--- src/rtl/clk_en_ctrl.sv ---
// clk_en_ctrl: clock-enable and reset sequencer for the peripheral domains.
//
// After reset (or a soft reset) all peripheral resets are held low for
// RST_CYCLES clocks. They are then released one channel per clock, ch0 first.
// Once the last channel is out of reset the block is in RUN. In RUN each
// channel produces a one-cycle clock-enable pulse every div+1 clocks.
//
// Ports
//   Clk       system clock
//   Rst_n     asynchronous active-low reset (clears everything, incl. config)
//   Sw_Rst    synchronous soft reset; keeps div/en, restarts the sequence
//   Cfg_Wr    configuration write strobe (honoured only in RUN)
//   Cfg_Ch    target channel index
//   Cfg_Div   divide value; enable period is Cfg_Div+1 clocks
//   Cfg_En    channel enable
//   Cfg_Ack   one-cycle pulse: write accepted
//   Cfg_Err   one-cycle pulse: write rejected (channel out of range)
//   Ch_Ce     per-channel clock-enable pulses
//   Ch_Rst_n  per-channel active-low resets
//   Ready     high while in RUN
module clk_en_ctrl #(
  parameter int NUM_CH     = 4,
  parameter int DIV_W      = 8,
  parameter int RST_CYCLES = 16
) (
  input  logic              Clk,
  input  logic              Rst_n,
  input  logic              Sw_Rst,
  input  logic              Cfg_Wr,
  input  logic [2:0]        Cfg_Ch,
  input  logic [DIV_W-1:0]  Cfg_Div,
  input  logic              Cfg_En,
  output logic              Cfg_Ack,
  output logic              Cfg_Err,
  output logic [NUM_CH-1:0] Ch_Ce,
  output logic [NUM_CH-1:0] Ch_Rst_n,
  output logic              Ready
);

  localparam int HOLD_W = $clog2(RST_CYCLES + 1);
  localparam logic [HOLD_W-1:0] HOLD_LAST = HOLD_W'(RST_CYCLES - 1);

  typedef enum logic [1:0] {
    S_HOLD,
    S_RELEASE,
    S_RUN
  } state_t;

  state_t              state;
  logic [HOLD_W-1:0]   hold_cnt;
  logic [DIV_W-1:0]    div [NUM_CH];
  logic [DIV_W-1:0]    cnt [NUM_CH];
  logic [NUM_CH-1:0]   en;

  logic                wr_ok;
  logic                ch_ok;
  logic [NUM_CH-1:0]   wr_hit;

  // A write is only serviced in RUN, and a simultaneous soft reset drops it.
  always_comb begin
    wr_ok  = Cfg_Wr && (state == S_RUN) && !Sw_Rst;
    ch_ok  = int'(Cfg_Ch) < NUM_CH;
    wr_hit = '0;
    for (int i = 0; i < NUM_CH; i++) begin
      wr_hit[i] = wr_ok && (Cfg_Ch == 3'(i));
    end
  end

  always_ff @(posedge Clk or negedge Rst_n) begin
    if (!Rst_n) begin
      state    <= S_HOLD;
      hold_cnt <= '0;
      Ch_Rst_n <= '0;
      Ch_Ce    <= '0;
      Ready    <= 1'b0;
      Cfg_Ack  <= 1'b0;
      Cfg_Err  <= 1'b0;
      en       <= '0;
      for (int i = 0; i < NUM_CH; i++) begin
        div[i] <= '0;
        cnt[i] <= '0;
      end
    end else begin
      Cfg_Ack <= 1'b0;
      Cfg_Err <= 1'b0;
      if (Sw_Rst) begin
        // div/en survive so channels resume at phase 0 on the next RUN.
        state    <= S_HOLD;
        hold_cnt <= '0;
        Ch_Rst_n <= '0;
        Ch_Ce    <= '0;
        Ready    <= 1'b0;
        for (int i = 0; i < NUM_CH; i++) begin
          cnt[i] <= '0;
        end
      end else begin
        case (state)
          S_HOLD: begin
            if (hold_cnt == HOLD_LAST) begin
              state <= S_RELEASE;
            end else begin
              hold_cnt <= hold_cnt + 1'b1;
            end
          end
          S_RELEASE: begin
            // Shift ones in from ch0; when the next-to-last bit is already
            // set, this edge releases the last channel and enters RUN.
            Ch_Rst_n <= {Ch_Rst_n[NUM_CH-2:0], 1'b1};
            if (Ch_Rst_n[NUM_CH-2]) begin
              state <= S_RUN;
              Ready <= 1'b1;
            end
          end
          S_RUN: begin
            Cfg_Ack <= wr_ok && ch_ok;
            Cfg_Err <= wr_ok && !ch_ok;
          end
          default: begin
            state <= S_HOLD;
          end
        endcase

        for (int i = 0; i < NUM_CH; i++) begin
          if (wr_hit[i]) begin
            // Restart the phase without emitting a partial pulse.
            div[i]   <= Cfg_Div;
            en[i]    <= Cfg_En;
            cnt[i]   <= '0;
            Ch_Ce[i] <= 1'b0;
          end else if (!en[i] || (state != S_RUN)) begin
            cnt[i]   <= '0;
            Ch_Ce[i] <= 1'b0;
          end else if (cnt[i] == div[i]) begin
            cnt[i]   <= '0;
            Ch_Ce[i] <= 1'b1;
          end else begin
            cnt[i]   <= cnt[i] + 1'b1;
            Ch_Ce[i] <= 1'b0;
          end
        end
      end
    end
  end

endmodule

--- config.mk ---
export PLATFORM = sky130hd
export DESIGN_NAME = clk_en_ctrl
export DESIGN_NICKNAME = d
export VERILOG_FILES = /design/src/rtl/clk_en_ctrl.sv
export SDC_FILE = /design/constraint.sdc
export NUM_CORES = 1
export LEC_CHECK = 0
export ABC_AREA = 1
export BUFFER_PORTS_ARGS = -buffer_cell sky130_fd_sc_hd__buf_2
export CAP_MARGIN = 20
export CORE_MARGIN = 2
export CORE_UTILIZATION = 25
export CTS_CLUSTER_DIAMETER = 40
export CTS_CLUSTER_SIZE = 30
export DETAILED_ROUTE_END_ITERATION = 10
export GPL_ROUTABILITY_DRIVEN = 0
export HOLD_SLACK_MARGIN = 0.12
export MAX_ROUTING_LAYER = met4
export PLACE_DENSITY = 0.48
export REMOVE_ABC_BUFFERS = 1
export SYNTH_ARGS = -nofsm -noshare
export SYNTH_HDL_FRONTEND = slang
export SYNTH_SLANG_ARGS = --single-unit
--- constraint.sdc ---
create_clock -name Clk -period 4.3 [get_ports Clk]
set_clock_uncertainty 0.05 [all_clocks]
set_input_delay 0.43 -clock Clk [delete_from_list [all_inputs] [get_ports Clk]]
set_output_delay 0.43 -clock Clk [all_outputs]
set_load 0.05 [all_outputs]
# After elaboration in Yosys (flattened, before gate mapping)
# Cells that the tools add are included.
# word_totals
reg_bits	86
inputBits	16
wordCells	113
out_inout_bits	11
# op_classes
addsub	5
bitwise_logic	1
n_mux	42
n_reduce_logical	30
eq_ne	15
order_cmp	1
# op_table
op	count
$mux W8	12
$add A8 B1 Y8 const B	4
$eq A8 B8 Y1	4
$mux W32	1
$mux W1	19
$mux W5	3
$mux W4	3
$reduce_and A2 Y1	6
$logic_and A1 B1 Y1	8
$eq A3 B2 Y1 const B	2
$logic_not A1 Y1	6
$mux W2	3
$ne A2 B2 Y1 const B	3
$ne A3 B3 Y1 const B	2
$pmux W2 S3	1
$reduce_bool A2 Y1	3
$add A5 B1 Y5 const B	1
$eq A5 B4 Y1 const B	1
$logic_or A1 B1 Y1	4
$eq A3 B1 Y1 const B	1
$logic_not A3 Y1	1
$lt A3 B3 Y1 const B	1
$reduce_and A3 Y1	1
$eq A2 B1 Y1 const B	1
other kinds (3)	3

# Logic depth before layout (Yosys ltp)
# logic_depth
ltp_word	6
mapped_depth	9

# Worst setup path after synthesis
# OpenSTA, ideal clock, no wires.
# synth_timing
path_kind	register -> register
from	reg hold_cnt[0]
to	reg hold_cnt[3]
setup_slack_ps	2860
stages_incl_launch_ff	10
required_ps	4164
arrival_ps	1304
setup_time_ps	86
cell_sequence	dfrtp_1 ha_1 nand2_1 nor2_1 ha_1 inv_1 nand3_1 nor2_1 nor2_1 nor3_1
# synth_via
elab_chain_len	4
elab_cells_between_ends	7
classes_between	add/sub (1); eq/ne (2); mux (3); reduce/logical (1)
# synth_rtl
item	line_no	source
from (decl)	50	logic [HOLD_W-1:0] hold_cnt;
from (signal assigned)	102	hold_cnt <= hold_cnt + 1'b1;
$add A5 B1 Y5	102	
$mux W5	99	if (hold_cnt == HOLD_LAST) begin
$mux W5	97	case (state)
$mux W5	86	if (Sw_Rst) begin
# Several ways; a longest one is shown, not always the timed one. The select of a mux whose other input is x is not followed.
# A chain may end at the register's enable or synchronous reset.

# Final worst setup path
# layout_timing
from	reg state[0]
to	reg cnt[16] in the netlist's numbering
# layout_via
elab_chain_len	6
elab_cells_between_ends	9
classes_between	eq/ne (2); mux (3); reduce/logical (4)
# layout_rtl
item	line_no	source
from (decl)	49	state_t state;
from (signal assigned)	71	state <= S_HOLD;
from (signal assigned)	88	state <= S_HOLD;
from (signal assigned)	100	state <= S_RELEASE;
$eq A2 B2 Y1	61	wr_ok = Cfg_Wr && (state == S_RUN) && !Sw_Rst;
$logic_and A1 B1 Y1 (2 in series)	61	
$logic_and A1 B1 Y1	65	wr_hit[i] = wr_ok && (Cfg_Ch == 3'(i));
$mux W8 (*)	124	if (wr_hit[i]) begin
$mux W32 (*)	86	
to (signal, indexed assignment)	137	cnt[i] <= cnt[i] + 1'b1;
to (decl)	52	logic [DIV_W-1:0] cnt [NUM_CH];
# Every way passes the cells marked *; elsewhere a longest branch is shown, timed or not.

==> results.json <==
{
  "outcome": "finished, final reports clean",
  "hold_start": "Cfg_Ch[2]",
  "final_hold_viol_count": 0,
  "grt_pass1_vias": 3107,
  "rsz0062_at_grt": "false",
  "synth_cell_types": 24,
  "pre_cts_slack_ns": 2.10,
  "cts.sinks": 86,
  "nets": 564,
  "layout_commonest_cell": "nand2_1",
  "hold-worst-slack_ns": 0.199,
  "wire_per_inst_um": 11.5,
  "hpwlAfterDp_um": 6510,
  "cts-root-buf": "clkbuf_16",
  "final_area_sq_um": 4800,
  "drive_gt1_share_pct": 9.87,
  "hp-class": "input pin to flop",
  "rows": 47,
  "critical_path_class": "flop to flop",
  "die_x_um": 133,
  "seqPwrFrac_pct": 50.7,
  "cp-end-kind": "flop",
  "grt_max_degree": 53,
  "routed_wl_um": 8840,
  "internal_power_uw": 1270,
  "clock.fmax_ghz": 0.470,
  "maxCapViolations": 0,
  "core_sq_um": 16300,
  "fp.dieH_um": 133,
  "worst_setup_path_start_kind": "flop",
  "synth-seq-cells": 86,
  "syn_inst": 510,
  "pwr-share-clk_pct": 43.1,
  "swShare_pct": 24.4,
  "via_per_inst": 4.13,
  "ioPinCount": 27,
  "ir_worst_vdd_mv": 0.146,
  "setup_viol_count_final": 0,
  "cts_buffer_depth": 2,
  "p_leak_uw": 0.00230,
  "drt_iter0_drc": 142,
  "yosysWarnings": 0,
  "setup_tns_ns": 0,
  "p_per_area_nw_per_um2": 350,
  "h-tree-depth": 3,
  "synth-seq-area-share_pct": 52.0,
  "period_needed_ns": 2.13,
  "antenna_found_initial": 1,
  "ctsResizeCount": 0,
  "num_vias": 3171,
  "fin_ws_ns": 2.17,
  "final_core_util_pct": 29.3,
  "cts_tree": "done",
  "die_area_sq_um": 17600,
  "synth.avg_cell_area_sq_um": 8.11,
  "area_growth_pct": 16.0,
  "cp.required_ns": 4.47,
  "grt_pass1_wl_um": 15100,
  "place_area_sq_um": 4510,
  "ant_nets": 0,
  "path_max_fanout": 22,
  "track_usage_pct": 11.3,
  "clk_latency_ns": 0.34,
  "port_buffers": 26,
  "startpoint": "state[0]$_DFFE_PN0P_",
  "drc_errors": 0,
  "layout_common_cells": "nand2_1 (169), dfrtp_1 (86), inv_1 (63)",
  "finalCritPeriodShare_pct": 49.5,
  "start_util_pct": 25.3,
  "tightest_slew_ns": 0.674,
  "slew_headroom_pct": 55.1,
  "cts_made_buffers": 9,
  "power.switching_uw": 410,
  "r2r-start": "state[0]$_DFFE_PN0P_",
  "rrSetupSlack_ns": 2.17,
  "pwr-share-comb_pct": 6.2,
  "cp.arrival_ns": 2.30,
  "slew_viol_final": 0,
  "synth_area_sq_um": 4140,
  "grt_overflow_total": 0,
  "clk_pin_slew_ns": 0.06,
  "dr.pass1.iters": 4
}
-- area by class of cell --
class / instances / area, sq um
diodes: 1 / 2.50
clock inverters: 6 / 37.5
well taps: 220 / 275
multi-input cells: 353 / 1700
inverters: 64 / 240
flip-flops and latches: 86 / 2150
clock buffers: 10 / 239
fillers: 1810 / 11600
repair buffers: 28 / 150
-- state kept, by name, indices dropped and copies added (netlist names) --
name	flops
cnt	32
div	32
hold_cnt	5
Ch_Ce	4
Cfg_Err	1
Ch_Rst_n	4
state	2
en	4
Ready	1
Cfg_Ack	1
-- Yosys cell counts --
library cell  count  area share, %
nand2_1         169             15
nor2_1           55            5.0
a21oi_1           2           0.24
o22ai_1           2           0.30
nand4_1           5           0.76
nand3_1          22            2.7
ha_1              6            1.8
xor2_1           13            2.8
buf_2             5           0.60
o21ai_0          40            4.8
nor3_2            1           0.24
nor2_4            1           0.27
inv_1            63            5.7
buf_6             1           0.27
nor2_8            1           0.48
nor2_2            4           0.60
xnor2_1          19            4.0
buf_4             1           0.18
nand2_2           3           0.45
nor2b_1           4           0.60
dfrtp_1          86             52
inv_2             1          0.091
nor3_1            5           0.60
o21ai_1           1           0.12
-- worst max-delay path: stages, from the launching register on --
cell     delay [ns]
dfrtp_1        0.38
inv_2          0.08
nand2_2        0.07
nor2_4         0.15
nand2_2        0.30
nor2_2         0.49
nor2_1         0.13
nand2_1        0.27
nor2_1         0.08
-- metrics by stage --
step / instances / total power (uW)
after floorplan: 503 / 921
after global placement: 750 / 971
after detailed placement: 750 / 973
after CTS: 767 / 1710
after global routing: 768 / 1760
final: 768 / 1680
-- layer usage --
layer | global-route usage (%) | routed length (um) | vias to the layer above
li1 | - | - | 1641
met1 | 14.4 | 4480 | 1470
met2 | 17.1 | 3930 | 47
met3 | 3.72 | 326 | 13
met4 | 3.41 | 106 | 0
met5 | - | 0 | -
-- logic make-up after synthesis --
group	after synthesis	share of synthesized area, %
compound gates	45	5.50
xor+xnor	32	6.78
simple gates	270	27.0
buf+inv	71	6.87
flops	86	52.0
fa+ha+maj	6	1.81
-- power by group through the flow --
stage | combinational [uW] | clock (uW) | sequential, uW
floorplan | 51.4 | 0 | 870
global placement | 104 | 0 | 866
detailed placement | 107 | 0 | 867
CTS | 108 | 750 | 852
global route | 122 | 783 | 855
finish | 105 | 723 | 852
-- repair_timing --
item	4_1_cts	5_1_grt
hold buffers	1	0
setup endpoints to repair	0	0
setup buffers	0	0
endpoints found under the hold margin	51	0
-- path summary, 6_finish.rpt --
| path | to | depth (start not counted) |
|---|---|---|
| min reg2reg | Ready$_DFFE_PN0P_ | 2 |
| min | Cfg_Ack$_DFF_PN0_ | 2 |
| max | cnt[16]$_DFF_PN0_ | 8 |
| min in group asynchronous | cnt[3]$_DFF_PN0_ | 2 |
| max in group asynchronous | en[3]$_DFFE_PN0P_ | 3 |
| max reg2reg | cnt[16]$_DFF_PN0_ | 8 |
No activity file was read; power rests on OpenSTA's default activity.
